`config.mk`:
```
export PLATFORM = sky130hd
export DESIGN_NAME = nn_layer_sequencer
export DESIGN_NICKNAME = d
export VERILOG_FILES = /design/src/rtl/nn_layer_sequencer.sv
export SDC_FILE = /design/constraint.sdc
export NUM_CORES = 1
export LEC_CHECK = 0
export CORE_AREA = 4 4 55 77
export DETAILED_ROUTE_END_ITERATION = 6
export DIE_AREA = 0 0 59 81
export GPL_TIMING_DRIVEN = 0
export PLACE_DENSITY = 0.67
export REMOVE_ABC_BUFFERS = 1
export SLEW_MARGIN = 20
export SYNTH_ARGS = -nofsm -noshare
export SYNTH_HDL_FRONTEND = slang
export SYNTH_SLANG_ARGS = --single-unit
```
`constraint.sdc`:
```
create_clock -name clk -period 2.49 [get_ports clk]
set_clock_uncertainty 0.15 [all_clocks]
set_input_delay 0.747 -clock clk [delete_from_list [all_inputs] [get_ports clk]]
set_output_delay 0.747 -clock clk [all_outputs]
set_load 0.02 [all_outputs]
```
`src/rtl/nn_layer_sequencer.sv`:
```
// nn_layer_sequencer
// Control FSM for one inference pass through the shared NN datapath.
// A rising edge on start launches the matmul engine once per layer, runs
// ReLU between layers (never after the last one), runs argmax after the
// final layer, then latches and holds the class index until the next pass.
// Any WAIT state that sees no done pulse for TIMEOUT_CYCLES cycles aborts
// the pass to ERROR.
//
// Ports:
//   clk            single clock
//   reset          synchronous, active-high
//   start          level input, only its rising edge is used
//   mm_start       one-cycle pulse, launches matmul for layer mm_layer
//   mm_done        matmul completion pulse
//   mm_layer       current layer index, stable for the whole layer
//   relu_start     one-cycle pulse
//   relu_done      ReLU completion pulse
//   argmax_start   one-cycle pulse
//   argmax_done    argmax completion pulse
//   argmax_value   class index, valid while argmax_done is high
//   result         latched class index (4'hF = blank after reset)
//   done           high while in DONE
//   busy           high in every state except IDLE, DONE and ERROR
//   error          high while in ERROR
//   current_state  state encoding for the LEDs
module nn_layer_sequencer #(
    parameter int NUM_LAYERS     = 3,
    parameter int LAYER_W        = 2,
    parameter int TIMEOUT_CYCLES = 65535
) (
    input  logic               clk,
    input  logic               reset,
    input  logic               start,
    output logic               mm_start,
    input  logic               mm_done,
    output logic [LAYER_W-1:0] mm_layer,
    output logic               relu_start,
    input  logic               relu_done,
    output logic               argmax_start,
    input  logic               argmax_done,
    input  logic [3:0]         argmax_value,
    output logic [3:0]         result,
    output logic               done,
    output logic               busy,
    output logic               error,
    output logic [3:0]         current_state
);

    typedef enum logic [3:0] {
        S_IDLE         = 4'd0,
        S_MM_START     = 4'd1,
        S_MM_WAIT      = 4'd2,
        S_RELU_START   = 4'd3,
        S_RELU_WAIT    = 4'd4,
        S_NEXT_LAYER   = 4'd5,
        S_ARGMAX_START = 4'd6,
        S_ARGMAX_WAIT  = 4'd7,
        S_DONE         = 4'd8,
        S_ERROR        = 4'd9
    } state_t;

    // Expiry fires in the last permitted wait cycle so the exit edge lands
    // after exactly TIMEOUT_CYCLES cycles spent waiting.
    localparam logic [15:0]        WAIT_LIMIT = 16'(TIMEOUT_CYCLES - 1);
    localparam logic [LAYER_W-1:0] LAST_LAYER = LAYER_W'(NUM_LAYERS - 1);

    state_t             state_r;
    state_t             state_nxt_s;
    logic               start_q_r;
    logic               start_edge_s;
    logic               is_wait_s;
    logic               expired_s;
    logic               last_layer_s;
    logic               idle_like_s;
    logic [15:0]        wait_cnt_r;
    logic [LAYER_W-1:0] mm_layer_r;
    logic [3:0]         result_r;
    logic               mm_start_r;
    logic               relu_start_r;
    logic               argmax_start_r;
    logic               done_r;
    logic               busy_r;
    logic               error_r;

    assign start_edge_s = start & ~start_q_r;
    assign is_wait_s    = (state_r == S_MM_WAIT) || (state_r == S_RELU_WAIT) ||
                          (state_r == S_ARGMAX_WAIT);
    assign expired_s    = (wait_cnt_r == WAIT_LIMIT);
    assign last_layer_s = (mm_layer_r == LAST_LAYER);
    assign idle_like_s  = (state_r == S_IDLE) || (state_r == S_DONE) ||
                          (state_r == S_ERROR);

    // start history; loads during reset too, so a start held through reset gives no edge
    always_ff @(posedge clk) begin
        start_q_r <= start;
    end

    // State register
    always_ff @(posedge clk) begin
        if (reset) begin
            state_r <= S_IDLE;
        end else begin
            state_r <= state_nxt_s;
        end
    end

    // Next-state logic; a done pulse is checked before expiry so it wins a tie
    always_comb begin
        state_nxt_s = state_r;
        case (state_r)
            S_IDLE, S_DONE, S_ERROR: begin
                if (start_edge_s) state_nxt_s = S_MM_START;
                else              state_nxt_s = state_r;
            end
            S_MM_START: state_nxt_s = S_MM_WAIT;
            S_MM_WAIT: begin
                if (mm_done) begin
                    if (last_layer_s) state_nxt_s = S_ARGMAX_START;
                    else              state_nxt_s = S_RELU_START;
                end else if (expired_s) begin
                    state_nxt_s = S_ERROR;
                end else begin
                    state_nxt_s = S_MM_WAIT;
                end
            end
            S_RELU_START: state_nxt_s = S_RELU_WAIT;
            S_RELU_WAIT: begin
                if (relu_done)      state_nxt_s = S_NEXT_LAYER;
                else if (expired_s) state_nxt_s = S_ERROR;
                else                state_nxt_s = S_RELU_WAIT;
            end
            S_NEXT_LAYER:   state_nxt_s = S_MM_START;
            S_ARGMAX_START: state_nxt_s = S_ARGMAX_WAIT;
            S_ARGMAX_WAIT: begin
                if (argmax_done)    state_nxt_s = S_DONE;
                else if (expired_s) state_nxt_s = S_ERROR;
                else                state_nxt_s = S_ARGMAX_WAIT;
            end
            default: state_nxt_s = S_IDLE;
        endcase
    end

    // Wait counter, layer index and latched result
    always_ff @(posedge clk) begin
        if (reset) begin
            wait_cnt_r <= 16'd0;
            mm_layer_r <= '0;
            result_r   <= 4'hF;
        end else begin
            // WAIT states are only entered from a START state, where the count is zero
            if (is_wait_s) wait_cnt_r <= wait_cnt_r + 16'd1;
            else           wait_cnt_r <= 16'd0;

            if (idle_like_s && start_edge_s)  mm_layer_r <= '0;
            else if (state_r == S_NEXT_LAYER) mm_layer_r <= mm_layer_r + LAYER_W'(1);
            else                              mm_layer_r <= mm_layer_r;

            if ((state_r == S_ARGMAX_WAIT) && argmax_done) result_r <= argmax_value;
            else                                           result_r <= result_r;
        end
    end

    // Moore flags registered from the next state so they line up with state_r
    always_ff @(posedge clk) begin
        if (reset) begin
            mm_start_r     <= 1'b0;
            relu_start_r   <= 1'b0;
            argmax_start_r <= 1'b0;
            done_r         <= 1'b0;
            busy_r         <= 1'b0;
            error_r        <= 1'b0;
        end else begin
            mm_start_r     <= (state_nxt_s == S_MM_START);
            relu_start_r   <= (state_nxt_s == S_RELU_START);
            argmax_start_r <= (state_nxt_s == S_ARGMAX_START);
            done_r         <= (state_nxt_s == S_DONE);
            error_r        <= (state_nxt_s == S_ERROR);
            busy_r         <= !((state_nxt_s == S_IDLE) || (state_nxt_s == S_DONE) ||
                                (state_nxt_s == S_ERROR));
        end
    end

    assign mm_start      = mm_start_r;
    assign relu_start    = relu_start_r;
    assign argmax_start  = argmax_start_r;
    assign done          = done_r;
    assign busy          = busy_r;
    assign error         = error_r;
    assign mm_layer      = mm_layer_r;
    assign result        = result_r;
    assign current_state = state_r;

endmodule

```
==> results.toml <==
[timing]
grt_setup_unrepaired = "false"
finalMaxSlewViolations = 0
whs_ns = 0.321
tns_ns = 0
finalSetupViolCount = 0
worstMarginPinSlew_ns = 0.642
fin_crit_ns = 2.40
fmax_mhz = 417
hold_viol = 0
slew_headroom_pct = 57.2
layout_worst_path_cycle_share_pct = 96.2

[logic_synthesis]
synth_fa_ha_area_share_pct = 2.39
synth_mux_area_share_pct = 0
ys.flop_type = "dfxtp_1"
synthArstFlopShare_pct = 0
synth_cells = 181
synth_top_cell_by_area = "dfxtp_1"
synth-compound-area-share_pct = 11.4
synth_common_cells = "33 x dfxtp_1, 26 x nor2_1, 12 x nand2_1, 11 x nand3_1, 11 x xor2_1"
synth_most_common_cell = "dfxtp_1"
ys_seq_area_share_pct = 42.0
synth_edf_count = 0
ys_ff_latch = 33
syn_area_um2 = 1570
yosys-top-cells-area = "dfxtp_1 42%, nor2_1 6.2%, xor2_1 6.1%"
avgSynthCellArea_um2 = 8.68
synth_xor_area_share_pct = 8.92
synthSimpleGateAreaFrac_pct = 30.4
synth_top_area_share_pct = 42.0
ys.warnings.count = 0
synthDistinctLibCells = 47
synth_top_family_by_area = "simple AND/OR/NAND/NOR gates"

[drt]
vias = 1355
drtIter0Drc = 66
firstDrtPassIters = 4
ant_nets = 0
viasPerCell = 5.49
wirelength_um = 3550
drt-wirelength-per-cell_um = 14.4
route.detailed.drc = 0

[flow_run]
drv_cap = 0

[clock_network]
clkTransAtPathRegs_ns = 0.07
cts_made_buffers = 5
cts_sinks = 33
cts_setup_buffers = 0
holdBufCountCts = 0
clk_path_buf_depth = 2
htreeDepth = 2
root_buffer = "clkbuf_8"
cts_tree = "built"
cts_resized = 1
insertion_delay_ns = 0.28

[outcome]
status = "complete, no violations"

[worst_hold_path]
hold_path.class = "reg -> reg"
hp-start = "result[1]"

[power]
ir_drop_mv = 0.436
leakage_nw = 0.707
p_per_area_nw_per_um2 = 633

[layout]
fin_cells = 247
utilization_pct = 54.3
fillers = 346
nets = 217
diodes = 0
area_growth_syn_to_layout_pct = 23.6
layout-drive-gt1-share_pct = 11.2

[placed_design]
dp_hpwl_um = 2630
dpl.cell_count = 239
place_congestion = 0.786
io_buffer_count = 25

[floorplan]
die_h_um = 81
ios = 26
die_w_um = 59
coreArea_um2 = 3580
initial_utilization_pct = 43.9
num_rows = 26
die-area_um2 = 4780

[setup_path]
reg2reg_from = "wait_cnt_r[0]"
cp.required_ns = 2.51
path_class = "in -> reg"
path_max_fanout = 7
crit_path_end_kind = "flip-flop"
cp.arrival_ns = 2.42
start_kind = "input pin"
cp-startpoint = "relu_done"

[global_route]
grt_pass1_vias = 1369
grt_max_degree = 17
grt_pass1_wl_um = 5840
antenna_found_initial = 0
grtUsageTotal_pct = 16.0
overflow = 0
-- layer usage --
metal / global-route usage, % / vias up / part of all wire (%)
li1: - / 673 / -
met2: 29.5 / 40 / 54
met4: 10.4 / 0 / 2.5
met1: 14.9 / 631 / 38
met3: 4.45 / 11 / 6.1
met5: 0 / - / 0
-- path summary, 6_finish.rpt --
check | to | slack, ns | depth (start not counted)
worst max register to register | mm_start | 0.38 | 7
worst max-delay path | relu_start | 0.09 | 6
worst min register to register | result[1] | 0.32 | 2
worst min-delay path | result[1] | 0.32 | 2
-- registers in the layout (all words and copies together), names as in the netlist --
register,flops
mm_start,1
mm_layer,2
result,4
error,1
argmax_start,1
busy,1
wait_cnt_r,16
relu_start,1
done,1
start_q_r,1
current_state,4
-- stage by stage --
step	worst slack, ns	cell area [um2]	total power [W]
2_1_floorplan	0.372	1530	0.000705
3_3_place_gp	-0.297	1830	0.000782
3_5_place_dp	-0.317	1830	0.000786
4_1_cts	0.0217	1930	0.00124
5_1_grt	0.0248	1940	0.00129
6_report	0.0944	1940	0.00123
-- worst max-delay path, cell delays in order --
cell             delay [ns]
clkdlybuf4s50_1        0.45
or2_2                  0.30
o2bb2ai_1              0.14
o31ai_2                0.31
and2_4                 0.25
and4bb_1               0.22
-- where the power goes --
part           internal, W  switching (W)  total (W)
Clock             0.000250       0.000194   0.000444
Sequential        0.000549      0.0000269   0.000576
Combinational    0.0000996       0.000111   0.000211
Total             0.000898       0.000332    0.00123
-- cell usage in the layout (no fill, tap or decap), types with 5 or more instances in the layout --
cell type / instances
nand4_1: 6
clkbuf_8: 7
nand3_1: 11
dfxtp_1: 31
nor2_1: 26
inv_1: 8
nand2_1: 12
xnor2_1: 5
xor2_1: 11
clkdlybuf4s50_1: 25
-- logic make-up after synthesis --
logic type,count (synthesis)
adders and majority gates,3
and+or+nand+nor,88
xor gates and xnor gates,16
DFF,33
AOI/OAI and AO/OA,24
buffers and inverters,17
-- final cells by class --
| type | instances | area, um2 | area share (%) |
|---|---|---|---|
| clock buffers | 7 | 96.3 | 4.96 |
| clock inverters | 1 | 5.00 | 0.258 |
| repair buffers | 25 | 250 | 12.9 |
| multi-input cells | 131 | 846 | 43.5 |
| flip-flops and latches | 33 | 663 | 34.1 |
| well taps | 42 | 52.6 | 2.70 |
| inverters | 8 | 30.0 | 1.55 |
Note: power is estimated with default switching activity, not from simulation.
